**src/rtl/ok_alu_sequencer.sv**
```systemverilog
// Command sequencer sharing one 32-bit add/subtract datapath between ADD, SUB,
// shift-and-add MUL, ACC and CLR, reporting through result/status/done_pulse.
module ok_alu_sequencer #(
  parameter int CNT_W        = 16,
  parameter bit ACC_SATURATE = 1'b0
) (
  input  logic        okClk,
  input  logic        rst_n,
  input  logic        cmd_trig,
  input  logic [2:0]  cmd_op,
  input  logic [31:0] cmd_a,
  input  logic [31:0] cmd_b,
  output logic [31:0] result,
  output logic [31:0] status,
  output logic        done_pulse
);

  localparam logic [2:0] OP_ADD = 3'd1;
  localparam logic [2:0] OP_SUB = 3'd2;
  localparam logic [2:0] OP_MUL = 3'd3;
  localparam logic [2:0] OP_ACC = 3'd4;
  localparam logic [2:0] OP_CLR = 3'd5;

  typedef enum logic [1:0] {S_IDLE, S_EXEC, S_MULT, S_DONE} state_t;

  state_t             state_q, state_d;
  logic [2:0]         op_q, op_d;
  logic [31:0]        a_q, a_d, b_q, b_d;
  logic [31:0]        mcand_q, mcand_d, mplier_q, mplier_d, part_q, part_d;
  logic [4:0]         iter_q, iter_d;
  logic               spill_q, spill_d, ovf_pend_q, ovf_pend_d;
  logic [31:0]        result_q, result_d;
  logic               done_q, done_d, err_q, err_d, ovf_q, ovf_d;
  logic [CNT_W-1:0]   cnt_q, cnt_d;
  logic               done_pulse_q, done_pulse_d;

  logic [31:0]        add_x, add_y;
  logic               add_sub;
  logic [32:0]        sum;

  // Shared adder: in MULT it accumulates partial products, otherwise it serves the latched op.
  always_comb begin
    add_x   = '0;
    add_y   = '0;
    add_sub = 1'b0;
    if (state_q == S_MULT) begin
      add_x = part_q;
      add_y = mcand_q;
    end else begin
      case (op_q)
        OP_SUB:  begin add_x = a_q;      add_y = b_q; add_sub = 1'b1; end
        OP_ACC:  begin add_x = result_q; add_y = a_q; end
        default: begin add_x = a_q;      add_y = b_q; end
      endcase
    end
  end

  assign sum = {1'b0, add_x} + {1'b0, add_y ^ {32{add_sub}}} + {32'd0, add_sub};

  always_comb begin
    state_d      = state_q;
    op_d         = op_q;
    a_d          = a_q;
    b_d          = b_q;
    mcand_d      = mcand_q;
    mplier_d     = mplier_q;
    part_d       = part_q;
    iter_d       = iter_q;
    spill_d      = spill_q;
    ovf_pend_d   = ovf_pend_q;
    result_d     = result_q;
    done_d       = done_q;
    err_d        = err_q;
    ovf_d        = ovf_q;
    cnt_d        = cnt_q;
    done_pulse_d = 1'b0;
    case (state_q)
      S_IDLE: begin
        if (cmd_trig) begin
          if (cmd_op <= OP_CLR) begin
            op_d    = cmd_op;
            a_d     = cmd_a;
            b_d     = cmd_b;
            done_d  = 1'b0;
            err_d   = 1'b0;
            ovf_d   = 1'b0;
            state_d = S_EXEC;
          end else begin
            err_d        = 1'b1;
            done_pulse_d = 1'b1;
          end
        end
      end
      S_EXEC: begin
        if (cmd_trig) err_d = 1'b1;
        state_d = S_DONE;
        case (op_q)
          OP_ADD: begin part_d = sum[31:0]; ovf_pend_d = sum[32]; end
          // Carry out of A + ~B + 1 is the inverse of borrow.
          OP_SUB: begin part_d = sum[31:0]; ovf_pend_d = ~sum[32]; end
          OP_ACC: begin
            part_d     = (sum[32] && ACC_SATURATE) ? 32'hFFFF_FFFF : sum[31:0];
            ovf_pend_d = sum[32];
          end
          OP_CLR: begin part_d = '0; ovf_pend_d = 1'b0; end
          OP_MUL: begin
            mcand_d    = a_q;
            mplier_d   = b_q;
            part_d     = '0;
            iter_d     = '0;
            spill_d    = 1'b0;
            ovf_pend_d = 1'b0;
            state_d    = S_MULT;
          end
          default: begin part_d = result_q; ovf_pend_d = 1'b0; end
        endcase
      end
      S_MULT: begin
        if (cmd_trig) err_d = 1'b1;
        // A set multiplier bit while multiplicand bits have spilled past bit 31 means product >= 2^32.
        if (mplier_q[0]) begin
          part_d     = sum[31:0];
          ovf_pend_d = ovf_pend_q | sum[32] | spill_q;
        end
        mcand_d  = mcand_q << 1;
        spill_d  = spill_q | mcand_q[31];
        mplier_d = mplier_q >> 1;
        iter_d   = iter_q + 5'd1;
        if (iter_q == 5'd31) state_d = S_DONE;
      end
      S_DONE: begin
        if (cmd_trig) err_d = 1'b1;
        result_d     = part_q;
        ovf_d        = ovf_pend_q;
        done_d       = 1'b1;
        cnt_d        = cnt_q + CNT_W'(1);
        done_pulse_d = 1'b1;
        state_d      = S_IDLE;
      end
      default: state_d = S_IDLE;
    endcase
  end

  always_ff @(posedge okClk) begin
    if (!rst_n) begin
      state_q      <= S_IDLE;
      op_q         <= '0;
      a_q          <= '0;
      b_q          <= '0;
      mcand_q      <= '0;
      mplier_q     <= '0;
      part_q       <= '0;
      iter_q       <= '0;
      spill_q      <= 1'b0;
      ovf_pend_q   <= 1'b0;
      result_q     <= '0;
      done_q       <= 1'b0;
      err_q        <= 1'b0;
      ovf_q        <= 1'b0;
      cnt_q        <= '0;
      done_pulse_q <= 1'b0;
    end else begin
      state_q      <= state_d;
      op_q         <= op_d;
      a_q          <= a_d;
      b_q          <= b_d;
      mcand_q      <= mcand_d;
      mplier_q     <= mplier_d;
      part_q       <= part_d;
      iter_q       <= iter_d;
      spill_q      <= spill_d;
      ovf_pend_q   <= ovf_pend_d;
      result_q     <= result_d;
      done_q       <= done_d;
      err_q        <= err_d;
      ovf_q        <= ovf_d;
      cnt_q        <= cnt_d;
      done_pulse_q <= done_pulse_d;
    end
  end

  always_comb begin
    status              = '0;
    status[0]           = (state_q != S_IDLE);
    status[1]           = done_q;
    status[2]           = err_q;
    status[3]           = ovf_q;
    status[16 +: CNT_W] = cnt_q;
  end

  assign result     = result_q;
  assign done_pulse = done_pulse_q;

endmodule

```
**config.mk**
```make
export PLATFORM = sky130hd
export DESIGN_NAME = ok_alu_sequencer
export DESIGN_NICKNAME = d
export VERILOG_FILES = /design/src/rtl/ok_alu_sequencer.sv
export SDC_FILE = /design/constraint.sdc
export NUM_CORES = 1
export LEC_CHECK = 0
export ABC_AREA = 1
export BUFFER_PORTS_ARGS = -buffer_cell sky130_fd_sc_hd__buf_4
export CORE_ASPECT_RATIO = 1.75
export CORE_MARGIN = 2
export CORE_UTILIZATION = 55
export DETAILED_ROUTE_END_ITERATION = 8
export GPL_TIMING_DRIVEN = 0
export PLACE_DENSITY_LB_ADDON = 0.2
export SLEW_MARGIN = 10
export SYNTH_ARGS = -nofsm -noshare
export SYNTH_HDL_FRONTEND = slang
export SYNTH_SLANG_ARGS = --single-unit
```
**constraint.sdc**
```tcl
create_clock -name okClk -period 8.1 [get_ports okClk]
set_input_delay 1.215 -clock okClk [delete_from_list [all_inputs] [get_ports okClk]]
set_output_delay 1.215 -clock okClk [all_outputs]
set_load 0.005 [all_outputs]
```
==> flow_summary.ini <==
[clocking]
clk_latency_ns = 0.55
h-tree-depth = 1
post_cts_buffers = 0
cts_tree = done
cts.sinks = 224
cts-resized-gates = 0
cts.hold.buffers_added = 0
clkTransAtPathRegs_ns = 0.07
cts_buffers = 22
clockBufferDepth = 3
cts_root_buf = clkbuf_16

[global_routing]
grt.met3_usage_pct = 4.948
grt_overflow_total = 0
top_usage_layer = met2
grt_usage_pct = 36.61
use_met2_pct = 65.63
grt_use_met1_pct = 38.83
antenna_found_initial = 0
grt_max_degree = 15
first_global_vias = 12901
grt_pass1_wl_um = 66570

[timing]
hold_violations = 0
clock_skew_ns = 0.02572
rsz0062_at_grt = no
slew_headroom_pct = 42.32
finalSetupTns_ns = 0
min_period_over_period_pct = 58.52
worstMarginPinSlew_ns = 0.8652
setup_viol = 0
min_period_ns = 4.740
report.final.slew_viol_count = 0
fmax_mhz = 211.0
hold_ws_ns = 0.4617
timing.final.ws_setup_ns = 3.360

[critical_path]
ff2ff_setup_slack_ns = 3.36
required_ns = 8.57
worstSetupEndpointType = flip-flop
crit_type = flip-flop to flip-flop
path_buf_inv = 5
critPathSlowestCell = a211oi_1
worstPathArrival_ns = 5.21
cp_cell_sequence = inv_1 -> ha_1 -> buf_2 -> buf_2 -> buf_1 -> buf_2 -> nand2_1 -> nand2_1 -> ha_1 -> a21oi_1 -> nor2_1 -> nor2_1 -> a21boi_1 -> nor2_1 -> a211oi_1 -> nand2_1 -> nand2_1 -> nand3_1 -> a21oi_1
crit_fanout = 10
start_kind = flip-flop
worst_path_dominant_cell_family = buffers and inverters
cp_slowest_stage_delay_ns = 0.55
cp_common_cell = nand2_1

[place]
dp_hpwl_um = 34950
post-place-ws_ns = 3.568
gp_congestion = 1.063
port_buffers = 122

[synth]
syn_area_mm2 = 0.01231
synth.yosys.seq_area_share_pct = 36.43
yosysWarnings = 0
avgSynthCellArea_um2 = 6.639
ys_types = 51
synth-seq-cells = 224
netlist_instances = 1854

[route]
drt_iter0_drc = 1010
vias = 13320
dr.pass1.iters = 6
avgRoutedWirePerCell_um = 18.93
vias_per_cell = 5.741
drc = 0
ant_nets = 0
wl_um = 43910

[die]
design.core.area_mm2 = 0.02207
num_io_pins = 135
die-area_mm2 = 0.02364
rows = 72
fp.dieW_um = 117.1
start_util_pct = 55.77
fp.dieH_um = 201.9

[flow_run]
maxCapViolCount = 0

[final_layout]
area_delta_synth_final_pct = 16.30
finish.net_count = 2121
diodes = 0
drive_gt1_share_pct = 10.57

[power_and_ir_drop]
ir_drop_uv = 231.7
clkPwrFrac_pct = 18.1
p_seq_share_pct = 27.7
power.density_mw_per_mm2 = 389.5
leakagePower_nw = 6.065
p_int_w = 0.002829
netSwitchingFraction_pct = 49.25
pwr-share-comb_pct = 54.2
switchingPower_w = 0.002746

[outcome]
status = finished, final reports clean

[hold_path]
hold_path_class = flip-flop to flip-flop
==> final cells by class <==
type / count / area [um^2]
buffer: 130 / 555.5
clock buffer: 31 / 634.4
clock inverter: 6 / 43.79
fill: 2137 / 7757
inverter: 154 / 578.1
multi-input combinational: 1357 / 6731
sequential: 224 / 4484
tap: 296 / 370.4
timing repair buffer: 122 / 915.9
==> cells by family after synthesis <==
group / share of synthesized area [%]
AOI/OAI and AO/OA: 28.11
adders and majority gates: 4.127
muxes: 0.08133
xor gates and xnor gates: 0.7827
DFF: 36.43
and+or+nand+nor: 21.23
buffers and inverters: 9.210
other: 0.03047
==> registers in the layout, summed over array words and instances, names as in the netlist <==
name / cells
done_pulse: 1
done_q: 1
part_q: 32
state_q: 2
op_q: 3
a_q: 32
b_q: 32
ovf_pend_q: 1
err_q: 1
ovf_q: 1
cnt_q: 16
spill_q: 1
mcand_q: 32
result: 32
iter_q: 5
mplier_q: 32
==> path summary, 6_finish.rpt <==
path,start,end,depth (start not counted)
worst max register to register,state_q[0],part_q[31],19
worst max-delay path,state_q[0],part_q[31],19
worst min-delay path,mplier_q[10],mplier_q[9],2
worst min register to register,mplier_q[10],mplier_q[9],2
==> layout by cell type, fill, tap and decap left out, types with 7 or more instances in the layout <==
| cell | n |
|---|---|
| a31oi_1 | 53 |
| a21oi_1 | 245 |
| buf_2 | 9 |
| nand2_1 | 411 |
| dfxtp_1 | 224 |
| buf_4 | 137 |
| clkbuf_1 | 97 |
| o21ai_0 | 328 |
| nand3_1 | 38 |
| conb_1 | 12 |
| nor3_1 | 20 |
| inv_1 | 147 |
| nor2_1 | 127 |
| buf_1 | 13 |
| clkbuf_16 | 22 |
| nand4_1 | 7 |
| ha_1 | 39 |
| inv_2 | 7 |
==> Yosys cell counts (all sizes together) <==
library cell  count  area, um^2
and2              1       6.260
nand2           421        1625
nor2            130       500.5
mux2i             1       10.01
xnor2             5       43.79
nor4              3       25.02
conb              1       3.750
and3              1       6.260
a21oi           246        1235
inv             154       578.1
a21boi            2       15.02
o21a              2       15.01
a211oi            6       50.05
dfxtp           224        4484
a221oi            4       35.03
a21o              5       38.79
clkbuf           93       349.1
nor3b             1       12.51
o21bai            4       33.78
o21ai           334        1679
o221a             1       11.26
buf              37       206.5
nor3             22       126.4
or2               3       18.77
nand4             7       43.79
a31oi            53       331.6
o211ai            2       15.01
fa                1       20.02
xor2              6       52.55
ha               39       488.0
nand3b            5       37.54
nand3            40       210.2
==> per-layer routing <==
metal,wire length [um],share of wire (%)
met1,15850,36
met4,3262,7.4
met2,22000,50
met5,0,0
met3,2785,6.3
==> power by group through the flow <==
stage               Combinational (W)  Clock, W  Sequential (W)
CTS                           0.00296   0.00101         0.00154
global route                  0.00329   0.00106         0.00157
global placement              0.00290         0         0.00155
floorplan                     0.00200         0         0.00152
finish                        0.00302   0.00101         0.00155
detailed placement            0.00294         0         0.00156
==> tightest hold or removal path, cell delays in order, from the launching register on <==
cell and delay, ns:
dfxtp_1 0.31, nand2_1 0.06, a31oi_1 0.07
==> metrics by stage <==
stage / util [%] / area (um^2) / instances / power [W]
finish: 64.85 / 14310 / 2320 / 0.005575
detailed placement: 61.78 / 13640 / 2283 / 0.004505
global route: 64.85 / 14310 / 2320 / 0.005914
CTS: 64.85 / 14310 / 2320 / 0.005509
floorplan: - / 12350 / 1865 / 0.003520
global placement: 61.78 / 13640 / 2283 / 0.004453
(Power assumes the default switching activity.)
